===== config.mk =====
export PLATFORM = sky130hd
export DESIGN_NAME = uart_alu_top
export DESIGN_NICKNAME = d
export VERILOG_FILES = /design/src/rtl/uart_alu_top_pkg.sv /design/src/rtl/uart_alu_top_uart.sv /design/src/rtl/uart_alu_top.sv
export SDC_FILE = /design/constraint.sdc
export NUM_CORES = 1
export LEC_CHECK = 0
export ABC_AREA = 1
export CAP_MARGIN = 10
export CORE_UTILIZATION = 25
export CTS_BUF_LIST = sky130_fd_sc_hd__clkbuf_4 sky130_fd_sc_hd__clkbuf_8 sky130_fd_sc_hd__clkbuf_16
export CTS_CLUSTER_SIZE = 24
export DETAILED_ROUTE_END_ITERATION = 8
export GPL_TIMING_DRIVEN = 0
export HOLD_SLACK_MARGIN = 0.12
export PLACE_DENSITY = 0.44
export SLEW_MARGIN = 20
export SYNTH_ARGS = -nofsm -noshare
export SYNTH_HDL_FRONTEND = slang
export SYNTH_SLANG_ARGS = --single-unit

===== constraint.sdc =====
create_clock -name i_clock -period 2 [get_ports i_clock]
set_input_delay 0.3 -clock i_clock [delete_from_list [all_inputs] [get_ports i_clock]]
set_output_delay 0.3 -clock i_clock [all_outputs]
set_load 0.05 [all_outputs]

===== src/rtl/uart_alu_top_pkg.sv =====
// uart_alu_top_pkg: default parameters, opcodes and FSM encodings shared by the serial ALU.
package uart_alu_top_pkg;
    localparam int DEF_LIMITE   = 163;
    localparam int DEF_NB_CONTA = 8;
    localparam int DEF_N_BITS   = 8;
    localparam int DEF_N_TICKS  = 16;

    typedef logic [5:0] opcode_t;

    localparam opcode_t OP_ADD = 6'b100000;
    localparam opcode_t OP_SUB = 6'b100010;
    localparam opcode_t OP_AND = 6'b100100;
    localparam opcode_t OP_OR  = 6'b100101;
    localparam opcode_t OP_XOR = 6'b100110;
    localparam opcode_t OP_SRA = 6'b000011;
    localparam opcode_t OP_SRL = 6'b000010;
    localparam opcode_t OP_NOR = 6'b100111;

    localparam logic [1:0] UART_IDLE  = 2'd0;
    localparam logic [1:0] UART_START = 2'd1;
    localparam logic [1:0] UART_DATA  = 2'd2;
    localparam logic [1:0] UART_STOP  = 2'd3;

    localparam logic [2:0] IF_WAIT_A  = 3'd0;
    localparam logic [2:0] IF_WAIT_B  = 3'd1;
    localparam logic [2:0] IF_WAIT_OP = 3'd2;
    localparam logic [2:0] IF_SEND    = 3'd3;
    localparam logic [2:0] IF_WAIT_TX = 3'd4;
endpackage


===== src/rtl/uart_alu_top_uart.sv =====
// uart_alu_top_uart: oversampling baud tick shared by an 8N1 receiver and a registered 8N1 transmitter.
module uart_alu_top_uart
    import uart_alu_top_pkg::*;
#(
    parameter int LIMITE   = DEF_LIMITE,
    parameter int NB_CONTA = DEF_NB_CONTA,
    parameter int N_BITS   = DEF_N_BITS,
    parameter int N_TICKS  = DEF_N_TICKS
) (
    input  logic              clk,
    input  logic              rst_n,
    input  logic              rx,
    output logic              rx_done,
    output logic [N_BITS-1:0] rx_data,
    input  logic              tx_start,
    input  logic [N_BITS-1:0] tx_data,
    output logic              tx,
    output logic              tx_done
);
    localparam int SW = $clog2(N_TICKS);
    localparam int NW = $clog2(N_BITS);
    localparam logic [NB_CONTA-1:0] CNT_LAST = NB_CONTA'(LIMITE - 1);
    localparam logic [SW-1:0] S_MID  = SW'(N_TICKS / 2 - 1);
    localparam logic [SW-1:0] S_LAST = SW'(N_TICKS - 1);
    localparam logic [NW-1:0] N_LAST = NW'(N_BITS - 1);

    logic [NB_CONTA-1:0] cnt;
    logic                tick;
    logic [1:0]          rx_sync;
    logic                rx_s;
    logic [1:0]          rx_state;
    logic [SW-1:0]       rx_cnt;
    logic [NW-1:0]       rx_n;
    logic [1:0]          tx_state;
    logic [SW-1:0]       tx_cnt;
    logic [NW-1:0]       tx_n;
    logic [N_BITS-1:0]   tx_buf;
    logic                tx_bit_end;

    assign tick       = cnt == CNT_LAST;
    assign rx_s       = rx_sync[1];
    assign tx_bit_end = tick && tx_cnt == S_LAST;

    always_ff @(posedge clk or negedge rst_n)
        if (!rst_n) cnt <= '0;
        else        cnt <= tick ? '0 : cnt + NB_CONTA'(1);

    // The line is asynchronous to clk, so it is double-registered before any decision.
    always_ff @(posedge clk or negedge rst_n)
        if (!rst_n) rx_sync <= 2'b11;
        else        rx_sync <= {rx_sync[0], rx};

    always_ff @(posedge clk or negedge rst_n) begin
        if (!rst_n) begin
            rx_state <= UART_IDLE;
            rx_cnt   <= '0;
            rx_n     <= '0;
            rx_data  <= '0;
            rx_done  <= 1'b0;
        end else begin
            rx_done <= 1'b0;
            case (rx_state)
                UART_IDLE: if (!rx_s) begin
                    rx_state <= UART_START;
                    rx_cnt   <= '0;
                end
                UART_START: if (tick) begin
                    if (rx_cnt == S_MID) begin
                        rx_state <= rx_s ? UART_IDLE : UART_DATA;
                        rx_cnt   <= '0;
                        rx_n     <= '0;
                    end else rx_cnt <= rx_cnt + SW'(1);
                end
                UART_DATA: if (tick) begin
                    if (rx_cnt == S_LAST) begin
                        rx_cnt  <= '0;
                        rx_data <= {rx_s, rx_data[N_BITS-1:1]};
                        rx_n    <= rx_n + NW'(1);
                        if (rx_n == N_LAST) rx_state <= UART_STOP;
                    end else rx_cnt <= rx_cnt + SW'(1);
                end
                default: if (tick) begin
                    if (rx_cnt == S_LAST) begin
                        rx_state <= UART_IDLE;
                        rx_done  <= 1'b1;
                    end else rx_cnt <= rx_cnt + SW'(1);
                end
            endcase
        end
    end

    // tx is updated on the same edge as the state change so the line never glitches.
    always_ff @(posedge clk or negedge rst_n) begin
        if (!rst_n) begin
            tx_state <= UART_IDLE;
            tx_cnt   <= '0;
            tx_n     <= '0;
            tx_buf   <= '0;
            tx       <= 1'b1;
            tx_done  <= 1'b0;
        end else begin
            tx_done <= 1'b0;
            if (tick && tx_state != UART_IDLE) tx_cnt <= tx_bit_end ? '0 : tx_cnt + SW'(1);
            case (tx_state)
                UART_IDLE: if (tx_start) begin
                    tx_state <= UART_START;
                    tx_buf   <= tx_data;
                    tx_cnt   <= '0;
                    tx       <= 1'b0;
                end
                UART_START: if (tx_bit_end) begin
                    tx_state <= UART_DATA;
                    tx_n     <= '0;
                    tx       <= tx_buf[0];
                end
                UART_DATA: if (tx_bit_end) begin
                    tx_buf <= tx_buf >> 1;
                    tx_n   <= tx_n + NW'(1);
                    tx     <= tx_n == N_LAST ? 1'b1 : tx_buf[1];
                    if (tx_n == N_LAST) tx_state <= UART_STOP;
                end
                default: if (tx_bit_end) begin
                    tx_state <= UART_IDLE;
                    tx_done  <= 1'b1;
                end
            endcase
        end
    end
endmodule


===== src/rtl/uart_alu_top.sv =====
// uart_alu_top: serial ALU taking A, B and an opcode as three UART bytes and returning the result byte.
module uart_alu_top
    import uart_alu_top_pkg::*;
#(
    parameter int LIMITE   = DEF_LIMITE,
    parameter int NB_CONTA = DEF_NB_CONTA,
    parameter int N_BITS   = DEF_N_BITS,
    parameter int N_TICKS  = DEF_N_TICKS
) (
    input  logic i_clock,
    input  logic i_reset,
    input  logic i_rx,
    output logic o_tx,
    output logic o_tx_done_tick
);
    logic                     rx_done;
    logic [N_BITS-1:0]        rx_data;
    logic [N_BITS-1:0]        a;
    logic [N_BITS-1:0]        b;
    logic [N_BITS-1:0]        result;
    logic signed [N_BITS-1:0] sra;
    opcode_t                  op;
    logic [2:0]               state;

    uart_alu_top_uart #(
        .LIMITE  (LIMITE),
        .NB_CONTA(NB_CONTA),
        .N_BITS  (N_BITS),
        .N_TICKS (N_TICKS)
    ) u_uart (
        .clk     (i_clock),
        .rst_n   (i_reset),
        .rx      (i_rx),
        .rx_done (rx_done),
        .rx_data (rx_data),
        .tx_start(state == IF_SEND),
        .tx_data (result),
        .tx      (o_tx),
        .tx_done (o_tx_done_tick)
    );

    // Kept apart so the arithmetic shift is not turned logical by the unsigned select below.
    assign sra = $signed(a) >>> b;

    assign result = op == OP_ADD ? a + b :
                    op == OP_SUB ? a - b :
                    op == OP_AND ? a & b :
                    op == OP_OR  ? a | b :
                    op == OP_XOR ? a ^ b :
                    op == OP_SRA ? sra :
                    op == OP_SRL ? a >> b :
                    op == OP_NOR ? ~(a | b) : '0;

    always_ff @(posedge i_clock or negedge i_reset) begin
        if (!i_reset) begin
            state <= IF_WAIT_A;
            a     <= '0;
            b     <= '0;
            op    <= '0;
        end else begin
            case (state)
                IF_WAIT_A: if (rx_done) begin
                    a     <= rx_data;
                    state <= IF_WAIT_B;
                end
                IF_WAIT_B: if (rx_done) begin
                    b     <= rx_data;
                    state <= IF_WAIT_OP;
                end
                IF_WAIT_OP: if (rx_done) begin
                    op    <= rx_data[5:0];
                    state <= IF_SEND;
                end
                IF_SEND:    state <= IF_WAIT_TX;
                IF_WAIT_TX: if (o_tx_done_tick) state <= IF_WAIT_A;
                default:    state <= IF_WAIT_A;
            endcase
        end
    end
endmodule


==> results.md, run 1 <==
* Clock share of power at 0.522
* Clk root buf: clkbuf_16
* Final critical path time including I/O delays and setup at approximately 2.1 ns
* Critical-path cell list: clkinvlp_4, ha_4, buf_6, buf_4, a21oi_1, o21ai_2, a21oi_2, o21bai_1, o21ai_1, a21oi_1, nor2_1, nand2_1, nand2_1, nand2_1
* 1st-pass router iterations at 6
* Clock tree buffer depth at 2
* Initial core utilization at 0.256
* Reg2Reg Setup Slack at -0.08 ns
* Area contributors post-synth: dfrtp_1 (33%), nand2_1 (14%), ha_1 (9.9%)
* DRC violations left at 0
* Failing checks: negative setup slack
* GR Util All Layers at 0.134
* Core Box Area at 0.0203 mm^2
* Seq/Total Area, Yosys at 0.348
* Synth Area in Simple Gates at 0.303
* Worst Setup SP: b[3]
* Reg-to-reg startpoint: b[3]
* Design Area, Final at ~0.0065 mm^2
* Primary FF master, synth: dfrtp_1
* Number of antenna diodes at 0
* Count leader, synth: nand2_1
* Slowest stage cell, crit path: dfrtp_2
* Cell Area, Synth at between 0.005 and 0.006 mm^2
* Global-route wire length before repair at 22600 um
* Worst Max-Slew Pin Slew at 0.618 ns
* Met2 Routed Length at 6370 um
* Ys Warns at 0
* CP dominant cell by count: nand2_1
* Pleak at 2.98 nW
* Clock slew at reported path FFs at 0.06 ns
* Post-route ant nets at 0
* Endpoints failing hold at 0
* Adder-Cell Fraction of Synth Area at 0.107
* Total Power at 0.00314 W
* Async set-reset flop share out of synthesis at 1.00
* CP arrival at 2.31 ns
* Final period utilization at 1.04
* Syn_area_per_cell at 7.23 um^2
* Slew margin rel. at 0.586
* Skew final at between 0.009 and 0.01 ns
* Final HPWL from detailed placement at 10300 um
* H-tree Lvls at 3
* Hold_sp: u_uart.rx_sync[0]
* Placed insts at around 990
* Clock Sinks at between 70 and 80
* Final wirelength at 13800 um
* Register bit total from synthesis at between 70 and 80
* Post-route core utilization at 0.319
* Die Height at roughly 150 um
* Number of global-route vias before repair at 4478
* TritonCTS clock tree: built
* Placement Rows at 52
* # setup viols final at 2
* RSZ-0062 raised after global routing: yes
* CP peak stage delay at 0.39 ns
* Worst Hold Class: register to register
* Syn Nets at between 700 and 800
* Area Overhead vs Synth at 24.6%
* Largest family of logic cells by synthesized area: simple AND/OR/NAND/NOR gates
* Cell Pwr Density at 486 mW/mm^2
* Final GP Congestion at ~0.86
* Detailed Route Iter0 Violations at between 200 and 300
* Synth top cells by count: nand2_1 (189), inv_1 (84), dfrtp_1 (69)
* IO Port Bufs at 4
* Final WS setup at -0.0816 ns
* Int Pwr at about 0.0025 W
* Mux cell area share after synthesis at 0
* Worst VDD drop at 0.451 mV
* Max_cap viols at 0
* Crit-path max FO at 6
* Post-synth EDFFs at 0
* Top cell type's share of synthesized area at 0.333
* Net Sw Power at 0.000668 W
* Fraction of synthesized cell area in xor and xnor cells at 0.0118
* Placed Area at 0.00560 mm^2
* CTS buffer count at 9
* CP required at 2.23 ns
* Top routing layer used: met4
* Critical path class: register to register
* Compound-Gate Fraction of Synth Area at 0.135
* Met1 wire length at 6800 um
* Sw Share at 0.213
* Layout cell share with drive strength beyond 1 at 0.222
* Synth Instances at 718
* Wirelength per Cell at 13.1 um
* Status: complete, but fails checks
* Global route total overflow at 0
* Post-synth top area cell: dfrtp_1
* Worst setup EP type: register
* Routed via count at 4622
* I/O Pins at 5
* Nets at 821
* Fmax at 480 MHz
* Die width at 146 um
* Fill cells at around 2300
* Met3 wire length at 372 um
* Initial antenna violation count at 0
* Pin count of the biggest net entering global routing at 44
* Comb power frac at 0.013
* Pins Over Slew Limit at 0
* DR vias/cell at around 4.4
* Worst skew pair latency at 0.34 ns
* Yosys cell types at 48
* Die area at 0.0213 mm^2
* Sequential Power Share at 0.465
* CP Launch Type: register
* Finished Layout Cells at 1050
routing by layer:
metal,vias up,GRT usage
met5,-,0
met3,19,0.0266
met1,2125,0.181
met2,60,0.216
met4,0,0.0432
li1,2418,-
final cells by class:
cell class,count,area (um^2),share of cell area
Timing Repair Buffer,46,397,0.0613
Multi-Input combinational cell,523,3060,0.473
Clock inverter,6,66.3,0.0103
Inverter,108,444,0.0687
Clock buffer,10,239,0.0370
Tap cell,270,338,0.0522
Sequential cell,72,1820,0.281
Buffer,15,108,0.0166
per-stage QoR:
stage / TNS, ns / setup slack (ns) / hold WS [ns]
after floorplan: 0 / 0.0135 / 0.00441
after global placement: -153.07 / -2.44 / 0.347
after detailed placement: -1.21 / -0.399 / 0.269
after CTS: -0.144 / -0.0735 / 0.346
after global routing: -0.848 / -0.210 / 0.349
final: -0.116 / -0.0816 / 0.356
cells in the final DEF, fill, tap and decap left out, types with 10 or more instances in the layout:
cell type	n
inv_1	79
nor2_1	56
o21ai_0	47
nand3_1	47
buf_4	39
nand2_1	185
o21ai_1	17
dfrtp_2	11
dfrtp_1	58
inv_2	18
a21oi_1	25
nor2_2	17
ha_1	36
clkbuf_16	10
final timing paths:
path,endpoint,cells past startpoint
worst min register to register,u_uart.rx_sync[1],0
worst max register to register,u_uart.tx_buf[6],14
min in group asynchronous,u_uart.rx_cnt[1],2
worst min-delay path,u_uart.rx_sync[1],0
worst max-delay path,u_uart.tx_buf[6],14
max in group asynchronous,u_uart.rx_sync[0],3
cells by family after synthesis:
family	after synthesis
simple gates	349
buf+inv	123
xor+xnor	7
flops	72
fa+ha+maj	43
compound gates	124
critical path: cells and delay by family, from the launching register on:
family,cells,cell delay (ns)
DFF,1,0.39
AOI/OAI and AO/OA,6,0.66
and+or+nand+nor,4,0.27
buffers and inverters,3,0.41
adders and majority gates,1,0.25
registers in the layout, indices dropped and copies added (netlist names), 3 cells and up:
| signal | cells |
|---|---|
| state | 3 |
| u_uart.tx_cnt | 4 |
| u_uart.rx_cnt | 4 |
| u_uart.rx_n | 3 |
| u_uart.cnt | 8 |
| b | 8 |
| u_uart.rx_data | 8 |
| u_uart.tx_buf | 8 |
| a | 8 |
| op | 6 |
| u_uart.tx_n | 3 |
power groups by stage:
stage	registers, W	logic (W)	clock network, W
final	0.00146	0.0000395	0.00164
after global routing	0.00146	0.0000466	0.00177
after CTS	0.00146	0.0000428	0.00171
after detailed placement	0.00149	0.0000413	0
after global placement	0.00149	0.0000357	0
after floorplan	0.00149	0.0000000249	0
what timing repair did:
| item | 4_1_cts | 5_1_grt |
|---|---|---|
| setup buffers | 23 | 16 |
| pin swaps | 8 | 28 |
| hold buffers | 1 | 0 |
| gates resized for setup | 28 | 43 |
| gates cloned | 0 | 1 |
| hold endpoints to repair | 28 | 0 |
| setup endpoints to repair | 5 | 18 |
Power figures use the tool's default switching activity.
==> run 2, diff against run 1 <==
--- a/config.mk
+++ b/config.mk
@@ -9,6 +9,7 @@
 export CAP_MARGIN = 10
 export CORE_UTILIZATION = 25
 export CTS_BUF_LIST = sky130_fd_sc_hd__clkbuf_4 sky130_fd_sc_hd__clkbuf_8 sky130_fd_sc_hd__clkbuf_16
+export CTS_CLUSTER_DIAMETER = 30
 export CTS_CLUSTER_SIZE = 24
 export DETAILED_ROUTE_END_ITERATION = 8
 export GPL_TIMING_DRIVEN = 0
==> results of run 2 <==
No change in the layout: final DEF, timing and power equal those of run 1.
==> run 3, diff against run 2 <==
--- a/config.mk
+++ b/config.mk
@@ -6,7 +6,6 @@
 export NUM_CORES = 1
 export LEC_CHECK = 0
 export ABC_AREA = 1
-export CAP_MARGIN = 10
 export CORE_UTILIZATION = 25
 export CTS_BUF_LIST = sky130_fd_sc_hd__clkbuf_4 sky130_fd_sc_hd__clkbuf_8 sky130_fd_sc_hd__clkbuf_16
 export CTS_CLUSTER_DIAMETER = 30
==> results of run 3 <==
No change in the layout: final DEF, timing and power equal those of run 1.
